$ cat src/rtl/rvs192_pp_elastic_stage_pkg.sv
// Shared types and limits for the rvs192 elastic pipeline stage.
// Optional zero-latency pass-through is selected with the RVS192_PP_BYPASS_EN macro.
package rvs192_pp_elastic_stage_pkg;

    parameter int PP_MAX_DEPTH = 8;

    typedef enum logic [1:0] {
        PP_EMPTY,
        PP_PARTIAL,
        PP_FULL
    } pp_stage_state_type;

    typedef struct packed {
        logic valid;
        logic ready;
        logic flush;
    } pp_hs_type;

    // Buffers are not power-of-two sized, so pointers wrap on an explicit compare.
    function automatic int unsigned pp_ptr_inc(input int unsigned ptr, input int unsigned depth);
        return (ptr == depth - 1) ? 0 : ptr + 1;
    endfunction

endpackage

$ cat src/rtl/rvs192_pp_elastic_stage_buf.sv
// DEPTH x PAYLOAD_W storage for the elastic stage: one write port, one asynchronous read port.
// Contents clear on reset; a flush leaves them untouched.
module rvs192_pp_stage_buf #(
    parameter int PAYLOAD_W = 32,
    parameter int DEPTH     = 2,
    parameter int ADDR_W    = 1
) (
    input  logic                 clk,
    input  logic                 rst,
    input  logic                 we_i,
    input  logic [ADDR_W-1:0]    waddr_i,
    input  logic [PAYLOAD_W-1:0] wdata_i,
    input  logic [ADDR_W-1:0]    raddr_i,
    output logic [PAYLOAD_W-1:0] rdata_o
);

    logic [PAYLOAD_W-1:0] mem_q [DEPTH];

    always_ff @(posedge clk or posedge rst) begin
        if (rst) begin
            for (int i = 0; i < DEPTH; i++) begin
                mem_q[i] <= '0;
            end
        end else if (we_i) begin
            mem_q[waddr_i] <= wdata_i;
        end
    end

    assign rdata_o = mem_q[raddr_i];

endmodule

$ cat src/rtl/rvs192_pp_elastic_stage.sv
// Elastic in-order pipeline register with valid/ready handshakes, flush and occupancy reporting.
// Define RVS192_PP_BYPASS_EN to forward input straight to output when the stage is empty.
module rvs192_pp_elastic_stage
    import rvs192_pp_elastic_stage_pkg::*;
#(
    parameter int PAYLOAD_W = 32,
    parameter int DEPTH     = 2,
    parameter int CNT_W     = $clog2(DEPTH + 1)
) (
    input  logic                 clk,
    input  logic                 rst,
    input  logic                 flush_i,
    input  logic                 in_valid_i,
    output logic                 in_ready_o,
    input  logic [PAYLOAD_W-1:0] in_data_i,
    output logic                 out_valid_o,
    input  logic                 out_ready_i,
    output logic [PAYLOAD_W-1:0] out_data_o,
    output logic [CNT_W-1:0]     count_o,
    output logic                 full_o
);

    localparam int PTR_W = (DEPTH > 1) ? $clog2(DEPTH) : 1;

    if (DEPTH < 1 || DEPTH > PP_MAX_DEPTH) begin : g_depth_check
        $error("rvs192_pp_elastic_stage: DEPTH must be within 1..PP_MAX_DEPTH");
    end

    logic [PTR_W-1:0]     rd_ptr_q, rd_ptr_d;
    logic [PTR_W-1:0]     wr_ptr_q, wr_ptr_d;
    logic [CNT_W-1:0]     count_q, count_d;
    pp_stage_state_type   state;
    pp_hs_type            in_hs, out_hs;
    logic                 bypass;
    logic                 push, pop;
    logic                 store_we, store_re;
    logic [PAYLOAD_W-1:0] buf_rdata;

    always_comb begin
        if (count_q == '0) begin
            state = PP_EMPTY;
        end else if (count_q == CNT_W'(DEPTH)) begin
            state = PP_FULL;
        end else begin
            state = PP_PARTIAL;
        end
    end

`ifdef RVS192_PP_BYPASS_EN
    assign bypass = (state == PP_EMPTY) && in_valid_i && out_ready_i && !flush_i;
`else
    assign bypass = 1'b0;
`endif

    // in_ready deliberately ignores out_ready: a full stage refuses even while it is being drained.
    always_comb begin
        in_hs.valid  = in_valid_i;
        in_hs.ready  = (state != PP_FULL) && !flush_i;
        in_hs.flush  = flush_i;
        out_hs.valid = bypass || ((state != PP_EMPTY) && !flush_i);
        out_hs.ready = out_ready_i;
        out_hs.flush = flush_i;
    end

    assign push     = in_hs.valid && in_hs.ready && !in_hs.flush;
    assign pop      = out_hs.valid && out_hs.ready && !out_hs.flush;
    assign store_we = push && !bypass;
    assign store_re = pop && !bypass;

    always_comb begin
        rd_ptr_d = rd_ptr_q;
        wr_ptr_d = wr_ptr_q;
        count_d  = count_q;
        if (flush_i) begin
            rd_ptr_d = '0;
            wr_ptr_d = '0;
            count_d  = '0;
        end else begin
            if (store_we) begin
                wr_ptr_d = PTR_W'(pp_ptr_inc(32'(wr_ptr_q), DEPTH));
            end
            if (store_re) begin
                rd_ptr_d = PTR_W'(pp_ptr_inc(32'(rd_ptr_q), DEPTH));
            end
            case ({store_we, store_re})
                2'b10:   count_d = count_q + CNT_W'(1);
                2'b01:   count_d = count_q - CNT_W'(1);
                default: count_d = count_q;
            endcase
        end
    end

    always_ff @(posedge clk or posedge rst) begin
        if (rst) begin
            rd_ptr_q <= '0;
            wr_ptr_q <= '0;
            count_q  <= '0;
        end else begin
            rd_ptr_q <= rd_ptr_d;
            wr_ptr_q <= wr_ptr_d;
            count_q  <= count_d;
        end
    end

    rvs192_pp_stage_buf #(
        .PAYLOAD_W (PAYLOAD_W),
        .DEPTH     (DEPTH),
        .ADDR_W    (PTR_W)
    ) u_buf (
        .clk     (clk),
        .rst     (rst),
        .we_i    (store_we),
        .waddr_i (wr_ptr_q),
        .wdata_i (in_data_i),
        .raddr_i (rd_ptr_q),
        .rdata_o (buf_rdata)
    );

    assign in_ready_o  = in_hs.ready;
    assign out_valid_o = out_hs.valid;
    assign out_data_o  = bypass ? in_data_i : buf_rdata;
    assign count_o     = count_q;
    assign full_o      = (state == PP_FULL);

endmodule

$ cat config.mk
export PLATFORM = sky130hd
export DESIGN_NAME = rvs192_pp_elastic_stage
export DESIGN_NICKNAME = d
export VERILOG_FILES = /design/src/rtl/rvs192_pp_elastic_stage_pkg.sv /design/src/rtl/rvs192_pp_elastic_stage_buf.sv /design/src/rtl/rvs192_pp_elastic_stage.sv
export SDC_FILE = /design/constraint.sdc
export NUM_CORES = 1
export LEC_CHECK = 0
export CAP_MARGIN = 20
export CORE_ASPECT_RATIO = 0.8
export CORE_MARGIN = 2
export CORE_UTILIZATION = 50
export CTS_BUF_LIST = sky130_fd_sc_hd__clkbuf_16
export DETAILED_ROUTE_END_ITERATION = 6
export MAX_ROUTING_LAYER = met4
export PLACE_DENSITY_LB_ADDON = 0.12
export SLEW_MARGIN = 20
export SYNTH_ARGS = -nofsm -noshare
export SYNTH_HDL_FRONTEND = slang
export SYNTH_SLANG_ARGS = --single-unit
$ cat constraint.sdc
create_clock -name clk -period 4.2 [get_ports clk]
set_input_delay 1.05 -clock clk [delete_from_list [all_inputs] [get_ports clk]]
set_output_delay 1.05 -clock clk [all_outputs]
set_load 0.01 [all_outputs]
==> results of run 1 <==
[state kept, by name (all words and copies together), names as in the netlist]
| register | flops |
|---|---|
| count_o | 2 |
| wr_ptr_q | 1 |
| u_buf.mem_q | 64 |
| rd_ptr_q | 1 |
[metrics by stage]
stage	utilization	hold WS (ps)	cells	power, µW
after global placement	0.653	464	344	1470
final	0.709	486	360	2320
after detailed placement	0.653	476	344	1490
after global routing	0.709	517	360	2440
after floorplan	-	454	200	1230
after CTS	0.709	488	360	2350
[placed cells by master, fill, tap and decap left out]
cell type        Yosys  final
a21oi_1              4      4
and3b_1              1      1
buf_12               3      1
buf_4                0      2
bufinv_16            0      3
clkbuf_16            0      9
clkdlybuf4s50_1      0     73
clkinv_1             0      2
clkinvlp_4           0      1
dfrtp_1             68     68
inv_1                2      1
inv_2                0      1
inv_6                0      1
mux2_1               2      2
mux2_2              64     64
mux2_4              30     30
mux2i_1              1      1
nor2_1               4      4
nor2b_1              1      1
nor3b_1              1      1
nor4_4               0      1
o211ai_1             1      1
o21ai_0              2      2
o21bai_1             1      1
or2_2                1      1
or3_1                1      1
or4b_4               1      1
xor2_1               1      1
[worst max-delay path: cells and delay by family]
kind	cells	cell delay [ps]
AND/OR/NAND/NOR	1	170
buffers and inverters	2	1120
[cell families after synthesis]
group	after synthesis	share of synthesized area
simple gates	11	0.0242
flops	68	0.539
compound gates	8	0.0143
mux	97	0.381
buf+inv	15	0.0392
xor+xnor	1	0.00277
[metal layers]
layer	up-vias	part of all wire
met5	-	0
met4	0	0.014
met3	9	0.049
met2	51	0.46
met1	923	0.48
li1	865	-
[final timing paths]
check	from	endpoint	slack (ps)
min in group asynchronous	rst	u_buf.mem_q[15]	1290
worst min-delay path	u_buf.mem_q[58]	u_buf.mem_q[58]	490
worst min register to register	u_buf.mem_q[58]	u_buf.mem_q[58]	490
worst max-delay path	flush_i	in_ready_o	810
worst max register to register	count_o[1]	u_buf.mem_q[8]	2080
max in group asynchronous	rst	u_buf.mem_q[46]	2360
[where the power goes]
part	internal, µW	switching (µW)
sequential	810	83.8
clock	577	274
combinational	397	182
[final cells by class]
cell class,instances,area (µm²),share of cell area
Tap cell,81,101,0.0238
Multi-Input combinational cell,117,1340,0.315
Clock buffer,9,225,0.0529
Clock inverter,7,114,0.0267
Timing Repair Buffer,76,766,0.180
Sequential cell,68,1700,0.400
Inverter,2,7.51,0.00176
==> results.py, run 1 <==
metrics = {
    "global_routing": {
        "grt_max_degree": 69,
        "grt_pass1_wl_um": 9810,
        "grt_pass1_vias": 1968,
        "use_met2": 0.291,
        "antenna_found_initial": 0,
        "met3_usage": 0.0581,
        "met1_usage": 0.250,
        "grt_remaining_overflow": 0,
        "grtUsageTotal": 0.193,
        "top_usage_layer": "met2",
    },
    "layout": {
        "drive_gt1_frac": 0.412,
        "final_net_count": 311,
        "fin_area_um2": 4260,
        "num_antenna_cells": 0,
        "syn_to_final_growth_pct": 34.8,
        "fillers": 420,
    },
    "clocking": {
        "root_buffer": "clkbuf_16",
        "cts_resized": 0,
        "cts_buffers": 9,
        "clock-sinks": 68,
        "post_cts_buffers": 0,
        "clk_latency_ps": 330,
        "clk_path_buf_depth": 2,
        "path_clk_slew_ps": 50,
        "ctsHoldBuffers": 0,
        "cts_tree": "yes",
        "htreeDepth": 3,
    },
    "run": {
        "cap_violations": 0,
    },
    "pwr": {
        "p_per_area_nw_per_um2": 546,
        "ir_drop_mv": 0.317,
        "p_leak_uw": 0.00187,
    },
    "routing": {
        "first_pass_iters": 4,
        "drcViolationCount": 0,
        "via_per_inst": 5.13,
        "ant_nets": 0,
        "vias": 1848,
        "routedWlPerCell_um": 16.3,
        "drt_iter0_drc": 62,
        "routed_wl_um": 5880,
    },
    "sta": {
        "min_period_ps": 3390,
        "worst_slew_pin_slew_ps": 844,
        "max_freq_ghz": 0.295,
        "grt_setup_unrepaired": "false",
        "fin_crit_sh": 0.807,
        "maxSlewHeadroom": 0.437,
        "skew_ps": 4.94,
        "layout_setup_ws_ps": 811,
        "setup_viol": 0,
        "slew_viol_final": 0,
        "finalHoldViolCount": 0,
        "finalSetupTns_ps": 0,
    },
    "synthesis": {
        "synth_common_cells": "68 x dfrtp_1, 64 x mux2_2, 30 x mux2_4",
        "syn-num-nets": 237,
        "yosysMostFrequentCell": "dfrtp_1",
        "synth.avg_cell_area_um2": 15.8,
        "synth_area_um2": 3160,
        "netlist_instances": 200,
        "yosys.area.top_type": "dfrtp_1",
        "yosysSeqAreaShare": 0.539,
        "synthArstFlopShare": 1.00,
        "synth_area_leaders": "dfrtp_1 54%, mux2_2 23%, mux2_4 14%, buf_12 1.9%, buf_6 0.71%",
        "yosysWarnings": 0,
        "synth_ff_type": "dfrtp_1",
        "synth.distinct_cells": 23,
        "synth_edf_count": 0,
        "yosysTopAreaCellShare": 0.539,
        "synth_seq_cells": 68,
    },
    "critical_path": {
        "crit_slowest_cell": "clkdlybuf4s50_1",
        "setup.worst_path.end_class": "primary output",
        "crit_type": "in -> out",
        "critical-path-max-stage-delay_ps": 570,
        "critPathMaxFanout": 8,
        "cpMostUsedCell": "clkdlybuf4s50_1",
        "cp-start-kind": "primary input",
        "crit_chain": "clkdlybuf4s50_1 -> nor2_1 -> clkdlybuf4s50_1",
        "critical_path_arrival_ps": 2340,
        "ff2ff_path_depth": 3,
        "worstPathRequired_ps": 3150,
    },
    "die": {
        "placeableCoreArea_um2": 6010,
        "fp.dieH_um": 75.1,
        "num_rows": 25,
        "num_io_pins": 74,
        "start_util": 0.526,
        "die_area_um2": 6970,
        "die_w_um": 92.9,
    },
    "placement": {
        "place_congestion": 0.687,
        "place_ws_ps": 826,
        "placed_area_um2": 3920,
        "port_buffers": 73,
        "dp.final_hpwl_um": 3730,
    },
    "min_path": {
        "hold_path_class": "reg -> reg",
        "whs_path_depth": 1,
    },
    "run_status": {
        "status": "finished, final reports clean",
    },
}
Power figures use the tool's default switching activity.
==> run 2: changes to the inputs <==
--- a/config.mk
+++ b/config.mk
@@ -8,7 +8,7 @@
 export CAP_MARGIN = 20
 export CORE_ASPECT_RATIO = 0.8
 export CORE_MARGIN = 2
-export CORE_UTILIZATION = 50
+export CORE_UTILIZATION = 45
 export CTS_BUF_LIST = sky130_fd_sc_hd__clkbuf_16
 export DETAILED_ROUTE_END_ITERATION = 6
 export MAX_ROUTING_LAYER = met4
==> constraint.sdc (replaced) <==
create_clock -name clk -period 3 [get_ports clk]
set_input_delay 0.75 -clock clk [delete_from_list [all_inputs] [get_ports clk]]
set_output_delay 0.75 -clock clk [all_outputs]
set_load 0.01 [all_outputs]
==> results.py, run 2 (same netlist as run 1, synthesis figures left out) <==
metrics = {
    "critical_path": {
        "setup.worst_path.end_class": "primary output",
        "r2r_slack_ps": 910,
        "crit_chain": "nor2b_1 -> clkdlybuf4s50_1",
        "worstPathRequired_ps": 2250,
        "critical-path-max-stage-delay_ps": 660,
        "critPathMaxFanout": 7,
        "critical_path_arrival_ps": 2010,
        "cp-start-kind": "flip-flop",
        "crit_slowest_cell": "clkdlybuf4s50_1",
        "crit_type": "reg -> out",
    },
    "sta": {
        "worst_slew_pin_slew_ps": 634,
        "min_period_ps": 2760,
        "maxSlewHeadroom": 0.577,
        "skew_ps": 4.31,
        "grt_setup_unrepaired": "false",
        "setup_viol": 0,
        "finalSetupTns_ps": 0,
        "max_freq_ghz": 0.362,
        "layout_setup_ws_ps": 239,
        "fin_crit_sh": 0.920,
        "finalHoldViolCount": 0,
        "slew_viol_final": 0,
    },
    "layout": {
        "drive_gt1_frac": 0.415,
        "largest_register_ff_count": 64,
        "multi_input_area_um2": 1340,
        "num_antenna_cells": 0,
        "final_common_cell": "clkdlybuf4s50_1",
        "largest_register": "u_buf.mem_q",
        "final_net_count": 316,
        "seqCellArea_um2": 1700,
        "utilization": 0.619,
        "final_cell_mix": "73 x clkdlybuf4s50_1, 68 x dfrtp_1, 64 x mux2_2",
        "syn_to_final_growth_pct": 34.5,
        "fillers": 533,
    },
    "clocking": {
        "clock-sinks": 68,
        "cts_buffers": 9,
        "root_buffer": "clkbuf_16",
        "cts_resized": 0,
        "path_clk_slew_ps": 50,
        "htreeDepth": 3,
        "ctsHoldBuffers": 0,
        "clk_path_buf_depth": 2,
        "post_cts_buffers": 0,
        "clk_latency_ps": 320,
        "cts_tree": "yes",
    },
    "die": {
        "num_rows": 27,
        "start_util": 0.461,
        "placeableCoreArea_um2": 6860,
        "num_io_pins": 74,
        "die_w_um": 97.7,
        "fp.dieH_um": 78.9,
        "die_area_um2": 7710,
    },
    "pwr": {
        "p_leak_uw": 0.00187,
        "ir_drop_mv": 0.306,
        "p_total_uw": 3040,
        "p_per_area_nw_per_um2": 715,
    },
    "routing": {
        "routed_wl_um": 5880,
        "drcViolationCount": 0,
        "first_pass_iters": 4,
        "routedWlPerCell_um": 15.9,
        "vias": 1842,
        "via_per_inst": 4.99,
        "drt_iter0_drc": 48,
        "ant_nets": 0,
    },
    "global_routing": {
        "grtUsageTotal": 0.170,
        "grt_pass1_vias": 2009,
        "grt_max_degree": 43,
        "antenna_found_initial": 0,
        "grt_pass1_wl_um": 10000,
        "grt_remaining_overflow": 0,
    },
    "placement": {
        "port_buffers": 73,
        "place_ws_ps": 318,
        "place_congestion": 0.702,
        "dp.final_hpwl_um": 4000,
    },
    "run_status": {
        "status": "finished, final reports clean",
    },
    "min_path": {
        "hold_path_class": "reg -> reg",
    },
    "run": {
        "cap_violations": 0,
    },
}
==> run 2: changes by cell type in the layout (fill, tap and decap cells not counted), sizes merged <==
| cell | previous run | this run |
|---|---|---|
| bufinv | 3 | 1 |
| clkinvlp | 1 | 0 |
| clkinv | 2 | 3 |
| buf | 3 | 8 |
==> run 2: where the power goes <==
group	leakage (µW)	switching, µW	internal, µW
Sequential	0.000814	111	1140
Clock	0.000137	346	623
Combinational	0.000921	257	563
==> run 2: cell type report <==
| class | instances | share of cell area |
|---|---|---|
| Sequential cell | 68 | 0.401 |
| Clock buffer | 9 | 0.0530 |
| Timing Repair Buffer | 81 | 0.192 |
| Multi-Input combinational cell | 117 | 0.316 |
| Tap cell | 87 | 0.0256 |
| Inverter | 2 | 0.00177 |
| Clock inverter | 5 | 0.0109 |
==> run 2: path summary, 6_finish.rpt <==
kind / startpoint / to / depth (start not counted)
setup / recovery: count_o[1] / full_o / 2
hold / removal: u_buf.mem_q[57] / u_buf.mem_q[57] / 1
setup reg to reg: count_o[1] / u_buf.mem_q[9] / 4
hold reg to reg: u_buf.mem_q[57] / u_buf.mem_q[57] / 1
max in group asynchronous: rst / u_buf.mem_q[0] / 3
min in group asynchronous: rst / u_buf.mem_q[51] / 2
==> run 2: critical path, delay by kind of cell (launching register included) <==
family | cells | cell delay [ps]
buf+inv | 1 | 660
simple gates | 1 | 570
flops | 1 | 470
==> run 2: routing by layer <==
metal	share of wire	GRT usage
met1	0.50	0.229
met2	0.45	0.252
met3	0.049	0.0546
met4	0.0065	0.0458
met5	0	-
==> run 2: per-stage QoR <==
stage | hold WS, ps | area [µm²] | instances
final | 484 | 4250 | 369
after global routing | 512 | 4250 | 369
after CTS | 486 | 4250 | 369
after detailed placement | 474 | 3980 | 355
after global placement | 463 | 3980 | 355
after floorplan | 454 | 3160 | 200
